==> src/rtl/fetch_pkg.sv <==
// fetch_pkg: shared types and constants for the instruction fetch stage.
//   fetch_state_t    - fetch FSM states (REQ, WAIT, DROP, HALT)
//   fetch_entry_t    - one instruction buffer entry {pc, instr, fault}
//   DEFAULT_RESET_PC - default first fetch address after reset
`timescale 1ns/1ps

package fetch_pkg;

    typedef enum logic [1:0] {
        REQ,
        WAIT,
        DROP,
        HALT
    } fetch_state_t;

    typedef struct packed {
        logic [31:0] pc;
        logic [31:0] instr;
        logic        fault;
    } fetch_entry_t;

    localparam logic [31:0] DEFAULT_RESET_PC = 32'h0000_0000;

endpackage

==> src/rtl/fetch_fifo.sv <==
// fetch_fifo: synchronous instruction buffer FIFO.
//   clk_i       clock, rising edge
//   rstN_i      synchronous active-low reset
//   clear_i     synchronous clear (empties the buffer)
//   push_i      write pushData_i this cycle
//   pushData_i  entry to write
//   pop_i       remove the head entry this cycle
//   head_o      current head entry (meaningful when not empty)
//   count_o     number of stored entries
//   full_o      count_o == DEPTH
//   empty_o     count_o == 0
// DEPTH must be a power of two so the pointers wrap naturally.
`timescale 1ns/1ps

module fetch_fifo
    import fetch_pkg::*;
#(
    parameter int DEPTH = 2
) (
    input  logic                     clk_i,
    input  logic                     rstN_i,
    input  logic                     clear_i,
    input  logic                     push_i,
    input  fetch_entry_t             pushData_i,
    input  logic                     pop_i,
    output fetch_entry_t             head_o,
    output logic [$clog2(DEPTH):0]   count_o,
    output logic                     full_o,
    output logic                     empty_o
);

    localparam int PTR_W = $clog2(DEPTH);
    localparam int CNT_W = PTR_W + 1;

    fetch_entry_t     mem_q [DEPTH];
    logic [PTR_W-1:0] wrPtr_q, wrPtr_d;
    logic [PTR_W-1:0] rdPtr_q, rdPtr_d;
    logic [CNT_W-1:0] count_q, count_d;
    logic             pushEn;
    logic             popEn;

    assign full_o  = (count_q == CNT_W'(DEPTH));
    assign empty_o = (count_q == '0);
    assign count_o = count_q;
    assign head_o  = mem_q[rdPtr_q];

    // A push into a full buffer is accepted when the head leaves in the
    // same cycle, so a full FIFO can stream at one entry per cycle.
    assign popEn  = pop_i && !empty_o;
    assign pushEn = push_i && (!full_o || popEn);

    // Next-state pointers and occupancy.
    always_comb begin
        wrPtr_d = wrPtr_q;
        rdPtr_d = rdPtr_q;
        count_d = count_q;
        if (pushEn) begin
            wrPtr_d = wrPtr_q + PTR_W'(1);
        end
        if (popEn) begin
            rdPtr_d = rdPtr_q + PTR_W'(1);
        end
        count_d = count_q + CNT_W'(pushEn) - CNT_W'(popEn);
    end

    // Pointer/count registers; clear behaves like reset for occupancy.
    always_ff @(posedge clk_i) begin
        if (!rstN_i || clear_i) begin
            wrPtr_q <= '0;
            rdPtr_q <= '0;
            count_q <= '0;
        end else begin
            wrPtr_q <= wrPtr_d;
            rdPtr_q <= rdPtr_d;
            count_q <= count_d;
        end
    end

    // Storage needs no reset: entries are only read once counted in.
    always_ff @(posedge clk_i) begin
        if (pushEn) begin
            mem_q[wrPtr_q] <= pushData_i;
        end
    end

endmodule

==> src/rtl/fetch_unit.sv <==
// fetch_unit: instruction fetch stage feeding the decoder.
// Holds the PC, issues single-outstanding word reads, buffers returned
// instructions with their PCs and hands them to the decoder via valid/ready.
// Redirects flush the buffer and discard any in-flight response.
//   i_clk, i_rst_n        clock / synchronous active-low reset
//   o_imem_req/_addr      read request and address (address == pc)
//   i_imem_gnt            request accepted
//   i_imem_rvalid/_rdata  read response, i_imem_err qualified by rvalid
//   i_redirect/_addr      flush and restart fetch at a new PC
//   o_valid, i_ready      decoder handshake
//   o_opcode, o_pc        head entry instruction/PC (0 when !o_valid)
//   o_fetch_fault         head entry is a bus error or misaligned PC
// Build option FETCH_BYPASS_EN: a response arriving at an empty buffer is
// presented combinationally in the same cycle.
`timescale 1ns/1ps

module fetch_unit
    import fetch_pkg::*;
#(
    parameter logic [31:0] RESET_PC   = DEFAULT_RESET_PC,
    parameter int          FIFO_DEPTH = 2
) (
    input  logic        i_clk,
    input  logic        i_rst_n,
    output logic        o_imem_req,
    output logic [31:0] o_imem_addr,
    input  logic        i_imem_gnt,
    input  logic        i_imem_rvalid,
    input  logic [31:0] i_imem_rdata,
    input  logic        i_imem_err,
    input  logic        i_redirect,
    input  logic [31:0] i_redirect_addr,
    output logic        o_valid,
    input  logic        i_ready,
    output logic [31:0] o_opcode,
    output logic [31:0] o_pc,
    output logic        o_fetch_fault
);

    localparam int CNT_W = $clog2(FIFO_DEPTH) + 1;

    fetch_state_t     state_q, state_d;
    logic [31:0]      pc_q, pc_d;
    logic [31:0]      reqPc_q, reqPc_d;
    logic             started_q;

    logic             granted;
    logic             hasSpace;
    logic             aligned;
    logic             faultPush;
    logic             respValid;
    logic             bypassHit;
    fetch_entry_t     respEntry;
    fetch_entry_t     faultEntry;
    fetch_entry_t     outEntry;

    logic             fifoPush;
    logic             fifoPop;
    logic             fifoClear;
    fetch_entry_t     fifoPushData;
    fetch_entry_t     fifoHead;
    logic [CNT_W-1:0] fifoCount;
    logic             fifoFull;
    logic             fifoEmpty;

    assign aligned  = (pc_q[1:0] == 2'b00);
    assign hasSpace = (fifoCount < CNT_W'(FIFO_DEPTH));

    // started_q keeps the request low in the first cycle after reset release.
    assign o_imem_req  = started_q && (state_q == REQ) && hasSpace && aligned;
    assign o_imem_addr = pc_q;
    assign granted     = o_imem_req && i_imem_gnt;

    assign respEntry  = '{pc: reqPc_q, instr: i_imem_rdata, fault: i_imem_err};
    assign faultEntry = '{pc: pc_q, instr: 32'h0, fault: 1'b1};

    // Next-state logic. Redirect overrides everything; DROP is entered only
    // when a response is still owed after this cycle, so a response that
    // lands together with the redirect does not leave the FSM waiting forever.
    always_comb begin
        state_d   = state_q;
        pc_d      = pc_q;
        reqPc_d   = reqPc_q;
        faultPush = 1'b0;
        respValid = 1'b0;
        if (i_redirect) begin
            pc_d = i_redirect_addr;
            if (granted ||
                (((state_q == WAIT) || (state_q == DROP)) && !i_imem_rvalid)) begin
                state_d = DROP;
            end else begin
                state_d = REQ;
            end
        end else begin
            case (state_q)
                REQ: begin
                    if (started_q) begin
                        if (!aligned) begin
                            if (!fifoFull) begin
                                faultPush = 1'b1;
                                state_d   = HALT;
                            end
                        end else if (granted) begin
                            pc_d    = pc_q + 32'd4;
                            reqPc_d = pc_q;
                            state_d = WAIT;
                        end
                    end
                end
                WAIT: begin
                    if (i_imem_rvalid) begin
                        respValid = 1'b1;
                        state_d   = i_imem_err ? HALT : REQ;
                    end
                end
                DROP: begin
                    if (i_imem_rvalid) begin
                        state_d = REQ;
                    end
                end
                HALT: begin
                    state_d = HALT;
                end
                default: begin
                    state_d = REQ;
                end
            endcase
        end
    end

    // State, PC and captured request PC registers.
    always_ff @(posedge i_clk) begin
        if (!i_rst_n) begin
            state_q   <= REQ;
            pc_q      <= RESET_PC;
            reqPc_q   <= '0;
            started_q <= 1'b0;
        end else begin
            state_q   <= state_d;
            pc_q      <= pc_d;
            reqPc_q   <= reqPc_d;
            started_q <= 1'b1;
        end
    end

`ifdef FETCH_BYPASS_EN
    // A response to an empty buffer is shown directly; it only needs
    // storing if the decoder does not take it this cycle.
    assign bypassHit = fifoEmpty && respValid;
    assign fifoPush  = faultPush || (respValid && !(bypassHit && i_ready));
`else
    assign bypassHit = 1'b0;
    assign fifoPush  = faultPush || respValid;
`endif

    assign fifoPushData = faultPush ? faultEntry : respEntry;
    assign fifoPop      = i_ready && !fifoEmpty && !i_redirect;
    assign fifoClear    = i_redirect;

    fetch_fifo #(
        .DEPTH(FIFO_DEPTH)
    ) u_fifo (
        .clk_i     (i_clk),
        .rstN_i    (i_rst_n),
        .clear_i   (fifoClear),
        .push_i    (fifoPush),
        .pushData_i(fifoPushData),
        .pop_i     (fifoPop),
        .head_o    (fifoHead),
        .count_o   (fifoCount),
        .full_o    (fifoFull),
        .empty_o   (fifoEmpty)
    );

    // Decoder-facing outputs are zeroed whenever nothing is valid.
    always_comb begin
        o_valid       = !fifoEmpty || bypassHit;
        outEntry      = bypassHit ? respEntry : fifoHead;
        o_opcode      = 32'h0;
        o_pc          = 32'h0;
        o_fetch_fault = 1'b0;
        if (o_valid) begin
            o_opcode      = outEntry.instr;
            o_pc          = outEntry.pc;
            o_fetch_fault = outEntry.fault;
        end
    end

endmodule

==> config.mk <==
export PLATFORM = sky130hd
export DESIGN_NAME = fetch_unit
export DESIGN_NICKNAME = d
export VERILOG_FILES = /design/src/rtl/fetch_pkg.sv /design/src/rtl/fetch_fifo.sv /design/src/rtl/fetch_unit.sv
export SDC_FILE = /design/constraint.sdc
export NUM_CORES = 1
export LEC_CHECK = 0
export BUFFER_PORTS_ARGS = -buffer_cell sky130_fd_sc_hd__buf_2
export CAP_MARGIN = 20
export CORE_ASPECT_RATIO = 2
export CORE_UTILIZATION = 55
export CTS_CLUSTER_DIAMETER = 80
export DETAILED_ROUTE_END_ITERATION = 10
export PLACE_DENSITY = 0.76
export SLEW_MARGIN = 20
export SYNTH_ARGS = -nofsm -noshare
export SYNTH_HDL_FRONTEND = slang
export SYNTH_SLANG_ARGS = --single-unit
==> constraint.sdc <==
create_clock -name i_clk -period 5.4 [get_ports i_clk]
set_input_delay 0.54 -clock i_clk [delete_from_list [all_inputs] [get_ports i_clk]]
set_output_delay 0.54 -clock i_clk [all_outputs]
set_load 0.01 [all_outputs]
==> flow_summary.json, run 1 <==
{
  "antenna_cells": 0,
  "cts.sinks": 202,
  "yosysSeqAreaShare_pct": 59.88,
  "worstMarginPinSlew_ns": 0.8272,
  "htreeDepth": 1,
  "dieArea_sq_um": 16770,
  "start_util_pct": 56.28,
  "stdcell_count": 1121,
  "syn_area_per_cell_sq_um": 11.78,
  "drt_iter0_markers": 226,
  "ir_drop_uv": 278.2,
  "synth_warnings": 0,
  "hold_class": "input pin to flop",
  "grt_usage_pct": 22.93,
  "required_ns": 4.86,
  "ys_ff_latch": 202,
  "period_minus_slack_ns": 2.887,
  "grt_pass1_vias": 5967,
  "worstSetupStartpointType": "flop",
  "setup_viol": 0,
  "hold_viol_final": 0,
  "worstReg2RegStart": "state_q[1]",
  "synthesis.nets": 836,
  "worst_slack_ns": 2.513,
  "drive_gt1_share_pct": 28.48,
  "syn_area_sq_um": 8926,
  "cp.arrival_ns": 2.35,
  "port-buffer-count": 169,
  "powerDensity_nw_per_um2": 319.4,
  "relSlewSlack_pct": 44.85,
  "skew_ns": 0.008485,
  "clock_latency_ns": 0.48,
  "num-fill-cells": 1266,
  "cts_max_path_buffers": 3,
  "rows": 65,
  "numCtsBuffers": 18,
  "wl_um": 19100,
  "pre_cts_ws_ns": 2.578,
  "num_io_pins": 170,
  "postCtsSetupBuffers": 0,
  "viasPerCell": 5.459,
  "cts_resized": 0,
  "status": "finished clean",
  "end_kind": "output port",
  "final_common_cell": "buf_2",
  "fin_crit_sh_pct": 53.45,
  "core_sq_um": 15860,
  "async_reset_ff_share_pct": 0,
  "fmaxAchievable_mhz": 346.4,
  "dieWidth_um": 92.08,
  "via_count": 6119,
  "netlist_instances": 758,
  "gp_congestion": 0.8649,
  "leakage_nw": 3.925,
  "grt_max_degree": 66,
  "cp_max_fo": 44,
  "max-cap-violations": 0,
  "path_class": "flop to output port",
  "die_h_um": 182.2,
  "cts_tree": "built",
  "area_delta_synth_final_pct": 18.21,
  "dr.pass1.iters": 4,
  "hold_buffers": 0,
  "tns_ns": 0,
  "antenna_found_initial": 0,
  "worstHoldStart": "i_redirect_addr[2]",
  "synth-edff-count": 130,
  "drv_slew": 0,
  "synth_cell_types": 50,
  "path_clk_slew_ns": 0.07,
  "root_buffer": "clkbuf_16",
  "grt_pass1_wl_um": 30120,
  "layout.nets": 986,
  "layout_common_cells": "buf_2 (169), edfxtp_1 (130), nor2_1 (81), nand2_1 (77), dfxtp_1 (71)",
  "dp_hpwl_um": 12700,
  "antenna_left": 0,
  "drc": 0,
  "rsz0062_at_grt": "false",
  "drt-wirelength-per-cell_um": 17.04,
  "worst_hold_slack_ns": 0.2948,
  "synth-main-ff-cell": "edfxtp_1",
  "dp.cells": 1089,
  "overflow": 0
}
==> power breakdown <==
part | internal, mW | total, mW | leakage [nW] | switching, mW
Clock | 0.819 | 1.36 | 0.306 | 0.542
Sequential | 1.70 | 1.74 | 1.74 | 0.0454
Combinational | 0.111 | 0.265 | 1.87 | 0.155
==> path summary, 6_finish.rpt <==
| kind | to | slack, ns | depth (start not counted) |
|---|---|---|---|
| setup / recovery | o_opcode[8] | 2.51 | 4 |
| hold / removal | o_imem_addr[2] | 0.29 | 2 |
| setup reg to reg | u_fifo.mem_q[0][52] | 2.58 | 6 |
| hold reg to reg | reqPc_q[31] | 0.46 | 2 |
==> layout make-up <==
type	count	area, sq um	share of cell area (%)
Sequential cell	202	5349	50.69
Multi-Input combinational cell	493	3321	31.47
Timing Repair Buffer	178	933.4	8.846
Clock buffer	22	508.0	4.814
Tap cell	201	251.5	2.383
Clock inverter	10	132.6	1.257
Inverter	15	56.30	0.5336
==> layer usage <==
metal | up-vias | part of all wire [%] | GRT usage [%]
met5 | - | 0 | 0
met3 | 42 | 4.7 | 3.125
li1 | 2966 | - | -
met2 | 183 | 55 | 43.82
met4 | 0 | 3.2 | 9.500
met1 | 2928 | 37 | 24.73
==> flip-flops by register name, summed over array words and instances, names as in the netlist, named ones only <==
signal,flops
u_fifo.count_o,2
state_q,2
started_q,1
u_fifo.rdPtr_q,1
reqPc_q,32
o_imem_addr,32
u_fifo.wrPtr_q,1
u_fifo.mem_q,130
==> metrics by stage <==
| stage | utilization [%] | area, sq um | power [mW] |
|---|---|---|---|
| finish | 66.53 | 10550 | 3.370 |
| global route | 66.53 | 10550 | 3.491 |
| CTS | 66.53 | 10550 | 3.400 |
| detailed placement | 62.49 | 9911 | 2.044 |
| global placement | 62.32 | 9883 | 2.035 |
| floorplan | - | 8926 | 1.937 |
==> synthesized netlist by cell type, types with 8 or more instances <==
master      n  area share [%]
a21boi_0   30             2.5
a21oi_1    23             1.3
buf_1       8            0.34
clkbuf_1   28             1.2
dfxtp_1    72              16
edfxtp_1  130              44
inv_1      15            0.63
mux2_2     32             4.0
mux2i_1    67             7.5
nand2_1    77             3.2
nand3_1    17            0.95
nand4_1     8            0.56
nor2_1     86             3.6
nor2b_1    36             2.5
o21ai_0    31             1.7
xnor2_1    22             2.2
xor2_1      9            0.88
==> worst max-delay path: stages (launching register included) <==
cell and delay (ns):
dfxtp_4 0.90, buf_4 0.48, mux2i_1 0.25, nor2_1 0.05, buf_2 0.16
==> kinds of logic (layout without fill, tap and decap cells) <==
family	after synthesis	count (layout)	synth area share, %
XOR/XNOR	31	31	3.042
multiplexers	99	99	11.55
adder cells (fa/ha/maj)	7	7	0.9812
flip-flops	202	202	59.88
buffers and inverters	63	225	3.280
AO/OA/AOI/OAI	96	96	6.616
AND/OR/NAND/NOR	260	260	14.65
Note: power is estimated with default switching activity, not from simulation.
==> run 2: changes to the inputs <==
--- a/config.mk
+++ b/config.mk
@@ -8,10 +8,10 @@
 export BUFFER_PORTS_ARGS = -buffer_cell sky130_fd_sc_hd__buf_2
 export CAP_MARGIN = 20
 export CORE_ASPECT_RATIO = 2
-export CORE_UTILIZATION = 55
+export CORE_UTILIZATION = 50
 export CTS_CLUSTER_DIAMETER = 80
 export DETAILED_ROUTE_END_ITERATION = 10
-export PLACE_DENSITY = 0.76
+export PLACE_DENSITY = 0.73
 export SLEW_MARGIN = 20
 export SYNTH_ARGS = -nofsm -noshare
 export SYNTH_HDL_FRONTEND = slang
==> constraint.sdc (replaced) <==
create_clock -name i_clk -period 2.6 [get_ports i_clk]
set_input_delay 0.26 -clock i_clk [delete_from_list [all_inputs] [get_ports i_clk]]
set_output_delay 0.26 -clock i_clk [all_outputs]
set_load 0.01 [all_outputs]
==> run 2 against run 1 <==
Largest cell class unchanged. Non-clock buffer count increased by 8. Wire length increased by 6.8%. Clock power increased by 97%. Sequential share of layout area decreased by 0.42 points. Count of clock-buffer cells in the layout unchanged. Combinational power increased by 120%. First-iteration DRC count decreased by 16%. Utilization decreased by 5.2 points. Sequential cell count unchanged. Via count increased by 0.93%. Design area increased by 0.83%.
==> flow_summary.json, run 2 (same netlist as run 1, synthesis figures left out) <==
{
  "layout.nets": 994,
  "regArea_sq_um": 5349,
  "die_h_um": 191.0,
  "rows": 68,
  "postCtsSetupBuffers": 0,
  "drv_slew": 0,
  "antenna_left": 0,
  "root_buffer": "clkbuf_16",
  "period_minus_slack_ns": 2.350,
  "viasPerCell": 5.427,
  "internal_power_mw": 5.296,
  "drc": 0,
  "cts_resized": 0,
  "hold_buffers": 0,
  "grt_usage_pct": 22.23,
  "worstMarginPinSlew_ns": 0.7596,
  "gp_congestion": 0.8718,
  "tns_ns": 0,
  "path_class": "flop to flop",
  "antenna_cells": 0,
  "htreeDepth": 1,
  "cts.sinks": 202,
  "leakage_nw": 3.961,
  "path_clk_slew_ns": 0.07,
  "reg2reg_slack_ns": 0.25,
  "dpl_cell_area_sq_um": 10040,
  "start_util_pct": 51.43,
  "fin_area_sq_um": 10640,
  "clock_latency_ns": 0.48,
  "drt_iter0_markers": 189,
  "drt-wirelength-per-cell_um": 17.93,
  "dieWidth_um": 96.48,
  "relSlewSlack_pct": 49.36,
  "rsz0062_at_grt": "false",
  "grt_pass1_vias": 6178,
  "cts_max_path_buffers": 3,
  "antenna_found_initial": 0,
  "hold_class": "input pin to flop",
  "overflow": 0,
  "hold_viol_final": 0,
  "p_sw_mw": 1.579,
  "cp.arrival_ns": 2.70,
  "cts_tree": "built",
  "setup_viol": 0,
  "dr.pass1.iters": 4,
  "largest-register": "u_fifo.mem_q",
  "worstSetupStartpointType": "flop",
  "grt_pass1_wl_um": 31120,
  "dieArea_sq_um": 18420,
  "clkPwrFrac_pct": 38.9,
  "required_ns": 2.95,
  "ir_drop_uv": 559.6,
  "fin_crit_sh_pct": 90.39,
  "dp_hpwl_um": 13710,
  "final_common_cell": "buf_2",
  "via_count": 6176,
  "numCtsBuffers": 18,
  "cp_max_fo": 9,
  "fmaxAchievable_mhz": 425.5,
  "layout_common_cells": "buf_2 (169), edfxtp_1 (130), nor2_1 (81), nand2_1 (77), dfxtp_1 (71)",
  "skew_ns": 0.008839,
  "port-buffer-count": 169,
  "fin_total_pwr_mw": 6.875,
  "num_io_pins": 170,
  "drive_gt1_share_pct": 29.31,
  "core_sq_um": 17360,
  "status": "finished clean",
  "end_kind": "flop",
  "swShare_pct": 22.96,
  "num-fill-cells": 1476,
  "area_delta_synth_final_pct": 19.19,
  "largest_reg_flops": 130,
  "grt_max_degree": 66,
  "multi_input_area_sq_um": 3321,
  "wl_um": 20400,
  "seqPwrFrac_pct": 52.7,
  "comb_power_share_pct": 8.4,
  "max-cap-violations": 0,
  "powerDensity_nw_per_um2": 646.2
}
run 2: per-stage QoR:
| stage | setup WS [ns] | hold slack [ns] | cells | utilization [%] |
|---|---|---|---|---|
| final | 0.2498 | 0.02164 | 1138 | 61.30 |
| after global routing | 0.1424 | 0.01431 | 1138 | 61.30 |
| after CTS | 0.2531 | 0.01581 | 1138 | 61.30 |
| after detailed placement | 0.2662 | 0.4543 | 1106 | 57.83 |
| after global placement | 0.4015 | 0.4473 | 1106 | 57.83 |
| after floorplan | -0.4794 | 0.2877 | 758 | - |
run 2: worst max-delay path: stages (launching register included):
cell       delay, ns
dfxtp_1         0.34
inv_1           0.09
ha_1            0.27
nand4bb_1       0.19
or4_1           0.83
nor3_2          0.25
xnor2_1         0.16
a21oi_1         0.08
run 2: worst paths after layout:
check	startpoint	end	cells after the start
max reg2reg	state_q[0]	o_imem_addr[13]	7
max	state_q[0]	o_imem_addr[13]	7
min	i_redirect_addr[2]	o_imem_addr[2]	2
min reg2reg	reqPc_q[30]	reqPc_q[30]	2
run 2: power groups by stage:
stage | Clock (mW) | Sequential, mW | Combinational (mW)
detailed placement | 0 | 3.69 | 0.580
finish | 2.68 | 3.62 | 0.575
floorplan | 0 | 3.68 | 0.342
global route | 2.84 | 3.64 | 0.633
global placement | 0 | 3.69 | 0.567
CTS | 2.73 | 3.62 | 0.583
run 2: area by class of cell:
class / count / area share (%)
Multi-Input combinational cell: 493 / 31.21
Clock buffer: 22 / 4.869
Tap cell: 210 / 2.470
Clock inverter: 10 / 0.7880
Timing Repair Buffer: 186 / 9.855
Inverter: 15 / 0.5292
Sequential cell: 202 / 50.28
run 2: routing by layer:
layer	up-vias	part of all wire [%]	global-route usage, %
li1	2981	-	-
met1	2976	38	24.22
met2	177	55	41.98
met3	42	4.3	2.864
met4	0	3.2	8.484
met5	-	0	0
